--- config.mk ---
export PLATFORM = sky130hd
export DESIGN_NAME = sha256_msg_schedule
export DESIGN_NICKNAME = d
export VERILOG_FILES = /design/src/rtl/sha256_pkg.sv /design/src/rtl/sha256_sched_expand.sv /design/src/rtl/sha256_msg_schedule.sv
export SDC_FILE = /design/constraint.sdc
export NUM_CORES = 1
export LEC_CHECK = 0
export ABC_AREA = 0
export CAP_MARGIN = 40
export CORE_UTILIZATION = 46
export DETAILED_ROUTE_END_ITERATION = 12
export PLACE_DENSITY = 0.61
export SETUP_SLACK_MARGIN = 0.02
export SLEW_MARGIN = 10
export SYNTH_ARGS = -nofsm -noshare
export SYNTH_HDL_FRONTEND = slang
export SYNTH_SLANG_ARGS = --single-unit
--- constraint.sdc ---
create_clock -name CLK -period 11.3 [get_ports CLK]
set_input_delay 2.26 -clock CLK [delete_from_list [all_inputs] [get_ports CLK]]
set_output_delay 2.26 -clock CLK [all_outputs]
set_load 0.01 [all_outputs]
--- src/rtl/sha256_pkg.sv ---
// Shared SHA-256 types, sizes and bit-mixing functions for the schedule and compression stages.
// Pure declarations; no state.
package sha256_pkg;

  localparam int WORD_W      = 32;
  localparam int N_ROUNDS    = 64;
  localparam int N_BLK_WORDS = 16;
  localparam int ROUND_W     = $clog2(N_ROUNDS);
  localparam int LOAD_CNT_W  = $clog2(N_BLK_WORDS);

  typedef logic [WORD_W-1:0] word_t;

  typedef enum logic [1:0] {
    IDLE = 2'd0,
    LOAD = 2'd1,
    RUN  = 2'd2,
    DONE = 2'd3
  } sched_state_t;

  function automatic word_t rotr32(input word_t x, input int unsigned n);
    return (x >> n) | (x << (32 - n));
  endfunction

  function automatic word_t small_sigma0(input word_t x);
    return rotr32(x, 7) ^ rotr32(x, 18) ^ (x >> 3);
  endfunction

  function automatic word_t small_sigma1(input word_t x);
    return rotr32(x, 17) ^ rotr32(x, 19) ^ (x >> 10);
  endfunction

  // Round-function helpers used by the compression stage.
  function automatic word_t big_sigma0(input word_t x);
    return rotr32(x, 2) ^ rotr32(x, 13) ^ rotr32(x, 22);
  endfunction

  function automatic word_t big_sigma1(input word_t x);
    return rotr32(x, 6) ^ rotr32(x, 11) ^ rotr32(x, 25);
  endfunction

  function automatic word_t ch32(input word_t e, input word_t f, input word_t g);
    return (e & f) ^ (~e & g);
  endfunction

  function automatic word_t maj32(input word_t a, input word_t b, input word_t c);
    return (a & b) ^ (a & c) ^ (b & c);
  endfunction

endpackage

--- src/rtl/sha256_sched_expand.sv ---
// Combinational schedule expansion: next window word from taps 0, 1, 9 and 14 (mod 2^32).
// Kept as its own module so the four-operand adder tree can be timed in isolation.
module sha256_sched_expand
  import sha256_pkg::*;
(
  input  logic [WORD_W-1:0] win0,
  input  logic [WORD_W-1:0] win1,
  input  logic [WORD_W-1:0] win9,
  input  logic [WORD_W-1:0] win14,
  output logic [WORD_W-1:0] w_new
);

  logic [WORD_W-1:0] s0, s1;

  assign s0    = small_sigma0(win1);
  assign s1    = small_sigma1(win14);
  assign w_new = s1 + win9 + s0 + win0;

endmodule

--- src/rtl/sha256_msg_schedule.sv ---
// SHA-256 message schedule: loads 16 words, then streams W0..W63 one per w_valid/w_ready handshake.
// First w_valid the cycle after the 16th load; stalls hold w_out/w_round and freeze the window.
module sha256_msg_schedule
  import sha256_pkg::*;
(
  input  logic                CLK,
  input  logic                RST,
  input  logic                start,
  input  logic                in_valid,
  output logic                in_ready,
  input  logic [WORD_W-1:0]   in_word,
  output logic                w_valid,
  input  logic                w_ready,
  output logic [WORD_W-1:0]   w_out,
  output logic [ROUND_W-1:0]  w_round,
  output logic                busy,
  output logic                done
);

  localparam logic [LOAD_CNT_W-1:0] LAST_LOAD  = LOAD_CNT_W'(N_BLK_WORDS - 1);
  localparam logic [ROUND_W-1:0]    LAST_ROUND = ROUND_W'(N_ROUNDS - 1);

  sched_state_t                         state_q, state_d;
  logic [N_BLK_WORDS-1:0][WORD_W-1:0]   win_q, win_d;
  logic [LOAD_CNT_W-1:0]                load_cnt_q, load_cnt_d;
  logic [ROUND_W-1:0]                   round_q, round_d;
  logic [WORD_W-1:0]                    w_new;
  logic                                 load_hs, run_hs;

  sha256_sched_expand u_expand (
    .win0  (win_q[0]),
    .win1  (win_q[1]),
    .win9  (win_q[9]),
    .win14 (win_q[14]),
    .w_new (w_new)
  );

  assign load_hs = (state_q == LOAD) && in_valid;
  assign run_hs  = (state_q == RUN) && w_ready;

  always_comb begin
    state_d    = state_q;
    win_d      = win_q;
    load_cnt_d = load_cnt_q;
    round_d    = round_q;
    unique case (state_q)
      IDLE: begin
        if (start) begin
          state_d    = LOAD;
          load_cnt_d = '0;
        end
      end
      LOAD: begin
        if (load_hs) begin
          win_d      = {in_word, win_q[N_BLK_WORDS-1:1]};
          load_cnt_d = load_cnt_q + 1'b1;
          if (load_cnt_q == LAST_LOAD) begin
            state_d = RUN;
            round_d = '0;
          end
        end
      end
      RUN: begin
        if (run_hs) begin
          win_d = {w_new, win_q[N_BLK_WORDS-1:1]};
          // Explicit clear on the last round rather than relying on the 6-bit wrap.
          if (round_q == LAST_ROUND) begin
            state_d = DONE;
            round_d = '0;
          end else begin
            round_d = round_q + 1'b1;
          end
        end
      end
      DONE: begin
        state_d = IDLE;
      end
      default: begin
        state_d = IDLE;
      end
    endcase
  end

  always_ff @(posedge CLK) begin
    if (!RST) begin
      state_q    <= IDLE;
      win_q      <= '0;
      load_cnt_q <= '0;
      round_q    <= '0;
    end else begin
      state_q    <= state_d;
      win_q      <= win_d;
      load_cnt_q <= load_cnt_d;
      round_q    <= round_d;
    end
  end

  // Every output is a direct decode of flopped state, so nothing combinational leaks out.
  assign in_ready = (state_q == LOAD);
  assign w_valid  = (state_q == RUN);
  assign w_out    = win_q[0];
  assign w_round  = round_q;
  assign busy     = (state_q == LOAD) || (state_q == RUN);
  assign done     = (state_q == DONE);

endmodule

* Word level (Yosys, flattened, before mapping)
Index checks and enable logic that the tools add are counted.
** Word-level totals
- Flip-flop bits (word level) :: 524
- Bits in latches :: 0
- RAM bits :: 0
- Memory bits (read-only) :: 0
- Output and inout port bits :: 42
- Memories kept :: 0
** Cells by class
- Add/subtract/negate cells :: 5
- Multiply operators :: 0
- Divide/modulo/power cells :: 0
- $lt $le $gt $ge :: 0
- Eq/ne operators :: 10
- Shift operators :: 0
- Muxes and demuxes :: 17
- Bitwise logic cells :: 8
- Reductions and logical operators :: 10
** Operator list (number)
- $mux 512 :: 2
- $pmux 512 s2 :: 1
- $add 32x32->32 :: 3
- $xor 32x32->32 :: 2
- $or 13x32->32 :: 1
- $or 14x32->32 :: 1
- $or 15x32->32 :: 1
- $or 25x32->32 :: 1
- $xor 32x22->32 :: 1
- $xor 32x29->32 :: 1
- $mux 6 :: 4
- $pmux 6 s2 :: 1
- $mux 2 :: 5
- $mux 4 :: 2
- $ne 2x1->1 const B :: 4
- $pmux 2 s4 :: 1
- $pmux 4 s2 :: 1
- $add 6x1->6 const B :: 1
- $eq 6x6->1 const B :: 1
- $reduce_and 3->1 :: 2
- $reduce_and 5->1 :: 1
- $add 4x1->4 const B :: 1
- $eq 2x2->1 const B :: 2
- $eq 4x4->1 const B :: 1
- 7 further kinds :: 9

* Logic depth before layout (Yosys ltp)
Gate-level depths: netlist of the first run.
- Depth in word-level cells :: 8
- Gate-level depth with buffers :: 17

* By module
A second synthesis of the first run with hierarchy kept.
** Unflattened totals
- Cell total of the unflattened synthesis :: 2859
- Area total of the unflattened synthesis :: 23014.6 µm²
** Modules (own cells, without submodules)
- sha256_msg_schedule :: instances 1, cells an instance 2311, area an instance 18536.5 µm²
- sha256_sched_expand :: instances 1, cells an instance 548, area an instance 4478.0 µm²

* Worst setup path after synthesis of the first run
No wires, ideal clock.
- Kind :: reg2reg
- Start :: register win_q[466] (netlist name)
- End :: register win_q[509] (netlist name)
- Setup time :: 0.070 ns
- Arrival time :: 3.641 ns
- Required time :: 11.230 ns
- Path slack :: 7.589 ns
- Cell stages (with the launch flop) :: 17
- Buffers on the path :: 1
- Clock period less this slack :: 3.711 ns
- Cells stage by stage :: dfxtp_1 clkbuf_1 xor2_1 xnor2_1 fa_1 fa_1 inv_1 ha_1 inv_1 fa_1 nand2b_1 a21o_1 a21o_1 o41ai_4 a311oi_1 xor2_1 a21oi_1
** On the way
- Cells in the longest elaborated chain, start to end :: 8
** RTL lines
- from (decl) :: RTL line sha256_msg_schedule.sv:24 : logic [N_BLK_WORDS-1:0][WORD_W-1:0] win_q, win_d;
- from (signal assigned) :: RTL line sha256_msg_schedule.sv:92 : win_q <= win_d;
- $or 15x32->32 :: RTL line sha256_pkg.sv:21 : return (x >> n) | (x << (32 - n));
- $xor 32x32->32 :: RTL line sha256_pkg.sv:29 : return rotr32(x, 17) ^ rotr32(x, 19) ^ (x >> 10);
- $xor 32x22->32 * :: RTL line sha256_pkg.sv:29
- $add 32x32->32 * (3 in series) :: RTL line sha256_sched_expand.sv:17 : assign w_new = s1 + win9 + s0 + win0;
- $mux 512 * :: RTL line sha256_msg_schedule.sv:64 : if (run_hs) begin
- $pmux 512 s2 * :: RTL line sha256_msg_schedule.sv:46 : unique case (state_q)
Every way passes the cells marked *; elsewhere a longest branch is shown, timed or not. The select of a mux whose other input is x is not followed.
A chain may end at the register's enable or synchronous reset.

* Worst setup path in the final report of the first run
- Start :: input RST
- End :: register win_q[335] (netlist name)
** RTL lines
- from (decl) :: RTL line sha256_msg_schedule.sv:7 : input logic RST,
No word-level cell between the ends.

==> summary.txt, run 1 <==
Timing
  – Tightest Pin Transition: 1303 ps
  – FMAX: 194.2 MHz
  – Crit share post-route: 45.57%
  – Pins Over Slew Limit: 0
  – # setup viols final: 0
  – Slew HR: 13.16%
  – Sum Neg Setup Slack: 0 ps
  – Min Tclk post-route: 5149 ps
  – Final Hold Viols: 0
  – Hold WS: 444.7 ps
  – Fin Clk Skew: 14.65 ps
  – RSZ-0062 raised after global routing: false

Route
  – Drt total wl: 61570 um
  – Iteration count of the initial detailed-routing pass: 5
  – Initial drt markers: 1545
  – Via count: 18675
  – DRC: 0
  – Via density: 5.249
  – WL per Instance: 17.30 um
  – ANT nets after route: 0

Synthesis
  – Post-synth EDFFs: 0
  – Netlist cell types: 64
  – Synth top area share: 45.40%
  – YS warnings: 0
  – Most instantiated cells after synthesis: nand2_1, a21oi_1, dfxtp_1
  – Synth area leader: dfxtp_1
  – Mapped Cells: 2924
  – Seq cells post-synth: 524
  – Ys async rst share: 0%
  – Post-Synthesis Cell Area: 23110 sq um
  – Post-synthesis sequential area ratio: 45.40%
  – Mean post-synth cell area: 7.902 sq um
  – Main synth FF type: dfxtp_1
  – Top cells by area, synth: dfxtp_1, nand2_1, a21oi_1, fa_1, xnor2_1
  – Top-count cell post-synth: nand2_1
  – Synth Net Count: 3061

Clock network
  – CTS Buf Count: 55
  – Worst-path clk slew: 60 ps
  – H-tree depth: 2
  – Clk buf depth: 3
  – CTS root buf: clkbuf_16
  – Clk sinks: 524
  – CTS Hold Bufs: 0
  – Setup Buffers After CTS: 0
  – Worst-Skew Late Latency: 610 ps
  – Gates resized, CTS repair: 0
  – CTS tree: built

Pwr
  – Leak: 8.931 nW
  – VDD IR max: 0.2906 mV
  – Clock network power share: 32.8%
  – Power Density: 220.6 nW/um^2
  – Switching Share: 39.54%
  – Combinational Power Share: 31.3%
  – Net Sw Power: 2.258 mW
  – Register share of total power: 35.9%
  – Internal: 3.454 mW

Floorplan
  – Row count: 81
  – Chip width: 226.1 um
  – Core area: 49250 sq um
  – Die height: 226.1 um
  – Die area: 51130 sq um
  – Initial Utilization: 46.91%
  – Ports: 79

Outcome
  – Status: completed

Place
  – Placer's final routability congestion estimate: 0.9445
  – Detail Placement HPWL: 41940 um
  – Port Buffers: 78

Global routing
  – Global Route Usage Sum: 23.82%
  – First-pass GRT wire length: 94350 um
  – Vias in the first global route: 17129
  – Initial antenna violation count: 0
  – Global route overflow: 0
  – Largest net degree at the start of global routing: 268

Critical path
  – Data arrival, critical path: 5590 ps
  – CP Class: in -> reg
  – R2r startpoint: win_q[466]$_SDFFE_PN0P_
  – Startpoint Class: input pin
  – R2R Setup Slk: 6690 ps
  – Critical Path RT: 11740 ps
  – Setup crit end kind: register
  – CP max FO: 222
  – R2R depth: 15
  – Crit path to: win_q[335]$_SDFFE_PN0P_
  – Beginning of the critical path: RST
  – Reg2reg end: win_q[501]$_SDFFE_PN0P_

Final layout
  – Fillers: 4730
  – Antenna diodes: 0
  – Fin nets: 2987
  – Layout cells sized above 1: 4.561%
  – P&R area growth vs syn: 12.05%

Flow run
  – Maxcap violations: 0

Min path
  – HP Class: reg -> reg
## worst min path at each step
stage                            startpoint                      end  slack, ps  cells after the start
floorplan           win_q[505]$_SDFFE_PN0P_  win_q[473]$_SDFFE_PN0P_        430                      2
global route        win_q[144]$_SDFFE_PN0P_  win_q[112]$_SDFFE_PN0P_        460                      2
detailed placement  win_q[375]$_SDFFE_PN0P_  win_q[343]$_SDFFE_PN0P_        440                      2
finish              win_q[375]$_SDFFE_PN0P_  win_q[343]$_SDFFE_PN0P_        440                      2
global placement    win_q[335]$_SDFFE_PN0P_  win_q[303]$_SDFFE_PN0P_        440                      2
CTS                 win_q[375]$_SDFFE_PN0P_  win_q[343]$_SDFFE_PN0P_        440                      2
## stage by stage
stage / setup WS [ps] / util [%] / total power, mW / cell area (sq um) / instances
global route: 5838 / 52.56 / 6.021 / 25890 / 3558
global placement: 5577 / 48.52 / 3.804 / 23900 / 3453
floorplan: 7589 / - / 3.460 / 23110 / 2924
CTS: 6165 / 52.56 / 5.759 / 25890 / 3558
detailed placement: 5510 / 48.69 / 3.886 / 23980 / 3457
finish: 6151 / 52.56 / 5.712 / 25890 / 3558
## cells in the final DEF (no fill, tap or decap), types with 9 or more instances in the layout
master           count
nand2_1           1012
a21oi_1            537
dfxtp_1            524
inv_1              133
xnor2_1             89
clkdlybuf4s50_1     78
fa_1                62
xor2_1              58
clkbuf_16           56
ha_1                38
nor2_1              32
o21ai_0             31
clkbuf_8            16
nand3_1             14
a211oi_1            13
mux2i_1             13
buf_4               11
nand4_1             10
o211ai_1            10
clkinv_2            10
a21o_1               9
## flip-flops by register name (all words and copies together), names as in the netlist
name / cells
win_q: 480
w_out: 32
w_round: 6
load_cnt_q: 4
state_q: 2
## power by group through the flow
stage               combinational [mW]  clock, mW  sequential (mW)
floorplan                         1.44          0             2.02
global placement                  1.72          0             2.09
detailed placement                1.80          0             2.09
CTS                               1.80       1.91             2.05
global route                      1.98       1.99             2.06
finish                            1.79       1.87             2.05
## per-layer routing
layer / GRT usage [%] / routed length (um) / share of wire, % / vias to the layer above
met4: 9.394 / 2091 / 3.4 / 0
li1: - / - / - / 9253
met5: 0 / 0 / 0 / -
met1: 32.17 / 28030 / 46 / 8933
met2: 37.94 / 28270 / 46 / 396
met3: 3.916 / 3173 / 5.2 / 93
## critical path: stages
cell and delay [ps]:
clkdlybuf4s50_1 850, inv_8 660, buf_4 730, buf_12 650
a21oi_1 100
## area by class of cell
class / count / area (sq um) / area share, %
Clock buffer: 78 / 1644 / 6.350
Clock inverter: 23 / 265.3 / 1.025
Inverter: 135 / 514.2 / 1.986
Multi-Input combinational cell: 2039 / 11150 / 43.06
Sequential cell: 524 / 10490 / 40.52
Tap cell: 664 / 830.8 / 3.209
Timing Repair Buffer: 95 / 998.5 / 3.857
## cell families after synthesis
family                     count (synthesis)  share of synthesized area [%]
and+or+nand+nor                         1123                          19.17
buffers and inverters                    361                          6.390
AOI/OAI and AO/OA                        656                          15.48
xor gates and xnor gates                 147                          5.572
muxes                                     13                         0.5631
DFF                                      524                          45.40
adders and majority gates                100                          7.429
(Power assumes the default switching activity.)
==> run 2, diff against run 1 <==
==> constraint.sdc (replaced) <==
create_clock -name CLK -period 5.3 [get_ports CLK]
set_input_delay 1.06 -clock CLK [delete_from_list [all_inputs] [get_ports CLK]]
set_output_delay 1.06 -clock CLK [all_outputs]
set_load 0.01 [all_outputs]
==> run 2 against run 1 <==
Compared with the run above:
- critical path depth grew 11
- final cell count increased by 0.17%
- wire length grew 6.0%
- utilization grew 0.11 points
- worst hold slack improved by 1.3 ps
- global-route usage grew 1.5 points
- setup slack worse by 5200 ps
- sequential power up 110%
- via count increased by 1.3%
- clock power up 110%
- sequential cell count stayed put
- die area unchanged
- largest power group unchanged
==> summary.txt, run 2 (synthesis results as in run 1) <==
Route
  – DRC: 0 (unchanged)
  – Initial drt markers: 1819 (+18%)
  – ANT nets after route: 0 (unchanged)
  – Via density: 5.308 (+1.1%)
  – Drt total wl: 65280 um (+6.0%)
  – Iteration count of the initial detailed-routing pass: 7 (+2)
  – WL per Instance: 18.32 um (+5.8%)
  – Via count: 18919 (+1.3%)

Critical path
  – Data arrival, critical path: 4790 ps (-800 ps)
  – CP Class: reg -> reg
  – R2R Setup Slk: 990 ps (-5700 ps)
  – R2r startpoint: win_q[465]$_SDFFE_PN0P_
  – Critical Path RT: 5780 ps (-5960 ps)
  – CP max FO: 5 (-98%)
  – Setup crit end kind: register
  – Reg2reg end: win_q[505]$_SDFFE_PN0P_
  – Startpoint Class: register
  – R2R depth: 16 (+1)

Clock network
  – Setup Buffers After CTS: 0 (unchanged)
  – Clk buf depth: 3 (unchanged)
  – Clk sinks: 524 (unchanged)
  – CTS Buf Count: 54 (-1.8%)
  – Gates resized, CTS repair: 0 (unchanged)
  – CTS Hold Bufs: 0 (unchanged)
  – Worst-path clk slew: 60 ps (about the same)
  – CTS root buf: clkbuf_16
  – H-tree depth: 2 (unchanged)
  – Worst-Skew Late Latency: 600 ps (about the same)
  – CTS tree: built

Floorplan
  – Chip width: 226.1 um (unchanged)
  – Die area: 51130 sq um (unchanged)
  – Ports: 79 (unchanged)
  – Die height: 226.1 um (unchanged)
  – Initial Utilization: 46.91% (unchanged)
  – Row count: 81 (unchanged)
  – Core area: 49250 sq um (unchanged)

Timing
  – Sum Neg Setup Slack: 0 ps (unchanged)
  – Min Tclk post-route: 4310 ps
  – Slew HR: 28.19% (+15 points)
  – FMAX: 232.0 MHz
  – Final worst setup slack: 989.9 ps (-5161 ps)
  – Tightest Pin Transition: 1077 ps (-225.4 ps)
  – Final Hold Viols: 0 (unchanged)
  – Crit share post-route: 81.32%
  – RSZ-0062 raised after global routing: false
  – Fin Clk Skew: 19.11 ps (+4.457 ps)
  – Pins Over Slew Limit: 0 (unchanged)
  – # setup viols final: 0 (unchanged)

Global routing
  – Routing usage on met3: 5.009% (+1.1 points)
  – Global route overflow: 0 (unchanged)
  – Largest net degree at the start of global routing: 238 (-11%)
  – Met1 Use GR: 34.12% (+2.0 points)
  – Global Route Usage Sum: 25.29% (+1.5 points)
  – First-pass GRT wire length: 98990 um (+4.9%)
  – Most used routing layer: met2
  – GR Util met2: 39.33% (+1.4 points)
  – Initial antenna violation count: 0 (unchanged)
  – Vias in the first global route: 17316 (+1.1%)

Final layout
  – Commonest non-fill, non-tap cell in the layout: nand2_1
  – Largest register FFs: 480 (unchanged)
  – Layout cells sized above 1: 4.724% (+0.16 points)
  – Antenna diodes: 0 (unchanged)
  – Most frequent cells in the layout: nand2_1, a21oi_1, dfxtp_1, inv_1, xnor2_1
  – Fin nets: 2996 (+0.30%)
  – Top reg by flops: win_q
  – P&R area growth vs syn: 12.29%
  – Fillers: 4809 (+1.7%)

Place
  – Detail Placement HPWL: 45880 um (+9.4%)
  – Placer's final routability congestion estimate: 0.9573 (+1.4%)
  – DP Worst Slack: 946.0 ps (-4564 ps)
  – Port Buffers: 78 (unchanged)

Min path
  – Min-delay src: win_q[173]$_SDFFE_PN0P_
  – HP Class: reg -> reg
  – Hold path depth: 2 (unchanged)
  – Hold endpoint: win_q[141]$_SDFFE_PN0P_

Pwr
  – VDD IR max: 0.9013 mV (+210%)
  – Power Density: 469.8 nW/um^2 (+110%)
  – Total power: 12.19 mW (+110%)
  – Leak: 8.961 nW (+0.34%)

Outcome
  – Status: completed

Flow run
  – Maxcap violations: 0 (unchanged)
run 2: cell count changes in the layout (fill, tap and decap cells not counted), sizes merged:
cell / delta
bufinv: +2
clkbuf: -5
clkinvlp: +1
inv: -2
buf: +10
run 2: metrics by stage:
| step | area [sq um] | hold slack, ps | util [%] | cells |
|---|---|---|---|---|
| 2_1_floorplan | 23110 | 427.3 | - | 2924 |
| 3_3_place_gp | 24060 | 435.8 | 48.85 | 3465 |
| 3_5_place_dp | 24110 | 441.9 | 48.94 | 3467 |
| 4_1_cts | 25950 | 450.8 | 52.68 | 3564 |
| 5_1_grt | 25950 | 462.8 | 52.68 | 3564 |
| 6_report | 25950 | 446.0 | 52.68 | 3564 |
run 2: final cells by class:
class	count	area, sq um	share of cell area [%]
Tap cell	664	830.8	3.202
Inverter	135	514.2	1.982
Timing Repair Buffer	105	1124	4.330
Clock buffer	73	1543	5.946
Clock inverter	24	297.8	1.148
Sequential cell	524	10490	40.43
Multi-Input combinational cell	2039	11150	42.96
run 2: how the worst max path moves through the flow:
stage                             from                      end  slack (ps)  cells after the start
5_1_grt        win_q[465]$_SDFFE_PN0P_  win_q[505]$_SDFFE_PN0P_         800                     16
6_report       win_q[465]$_SDFFE_PN0P_  win_q[505]$_SDFFE_PN0P_         990                     16
4_1_cts        win_q[465]$_SDFFE_PN0P_  win_q[505]$_SDFFE_PN0P_         950                     16
3_5_place_dp   win_q[465]$_SDFFE_PN0P_  win_q[505]$_SDFFE_PN0P_         950                     16
3_3_place_gp   win_q[465]$_SDFFE_PN0P_  win_q[505]$_SDFFE_PN0P_         840                     16
2_1_floorplan  win_q[466]$_SDFFE_PN0P_  win_q[509]$_SDFFE_PN0P_        1590                     16
run 2: worst max-delay path, stage by stage, from the launching register on:
cell,delay (ps)
dfxtp_1,540
xnor2_1,210
xnor2_1,180
fa_1,370
inv_1,90
fa_1,450
inv_1,80
ha_1,170
inv_1,60
fa_1,390
nand2b_1,180
a21o_1,210
a21o_1,230
o41ai_4,380
a31oi_1,200
xnor2_1,330
o22ai_1,130
run 2: metal layers:
| metal | vias to the layer above | wire length (um) |
|---|---|---|
| met5 | - | 0 |
| met4 | 0 | 2633 |
| met3 | 131 | 4092 |
| met2 | 455 | 29350 |
| met1 | 9053 | 29210 |
| li1 | 9280 | - |
run 2: power by group:
group / switching, mW / internal (mW) / total, mW
clock network: 1.59 / 2.33 / 3.91
logic: 3.05 / 0.862 / 3.92
registers: 0.230 / 4.13 / 4.36
total: 4.87 / 7.32 / 12.2
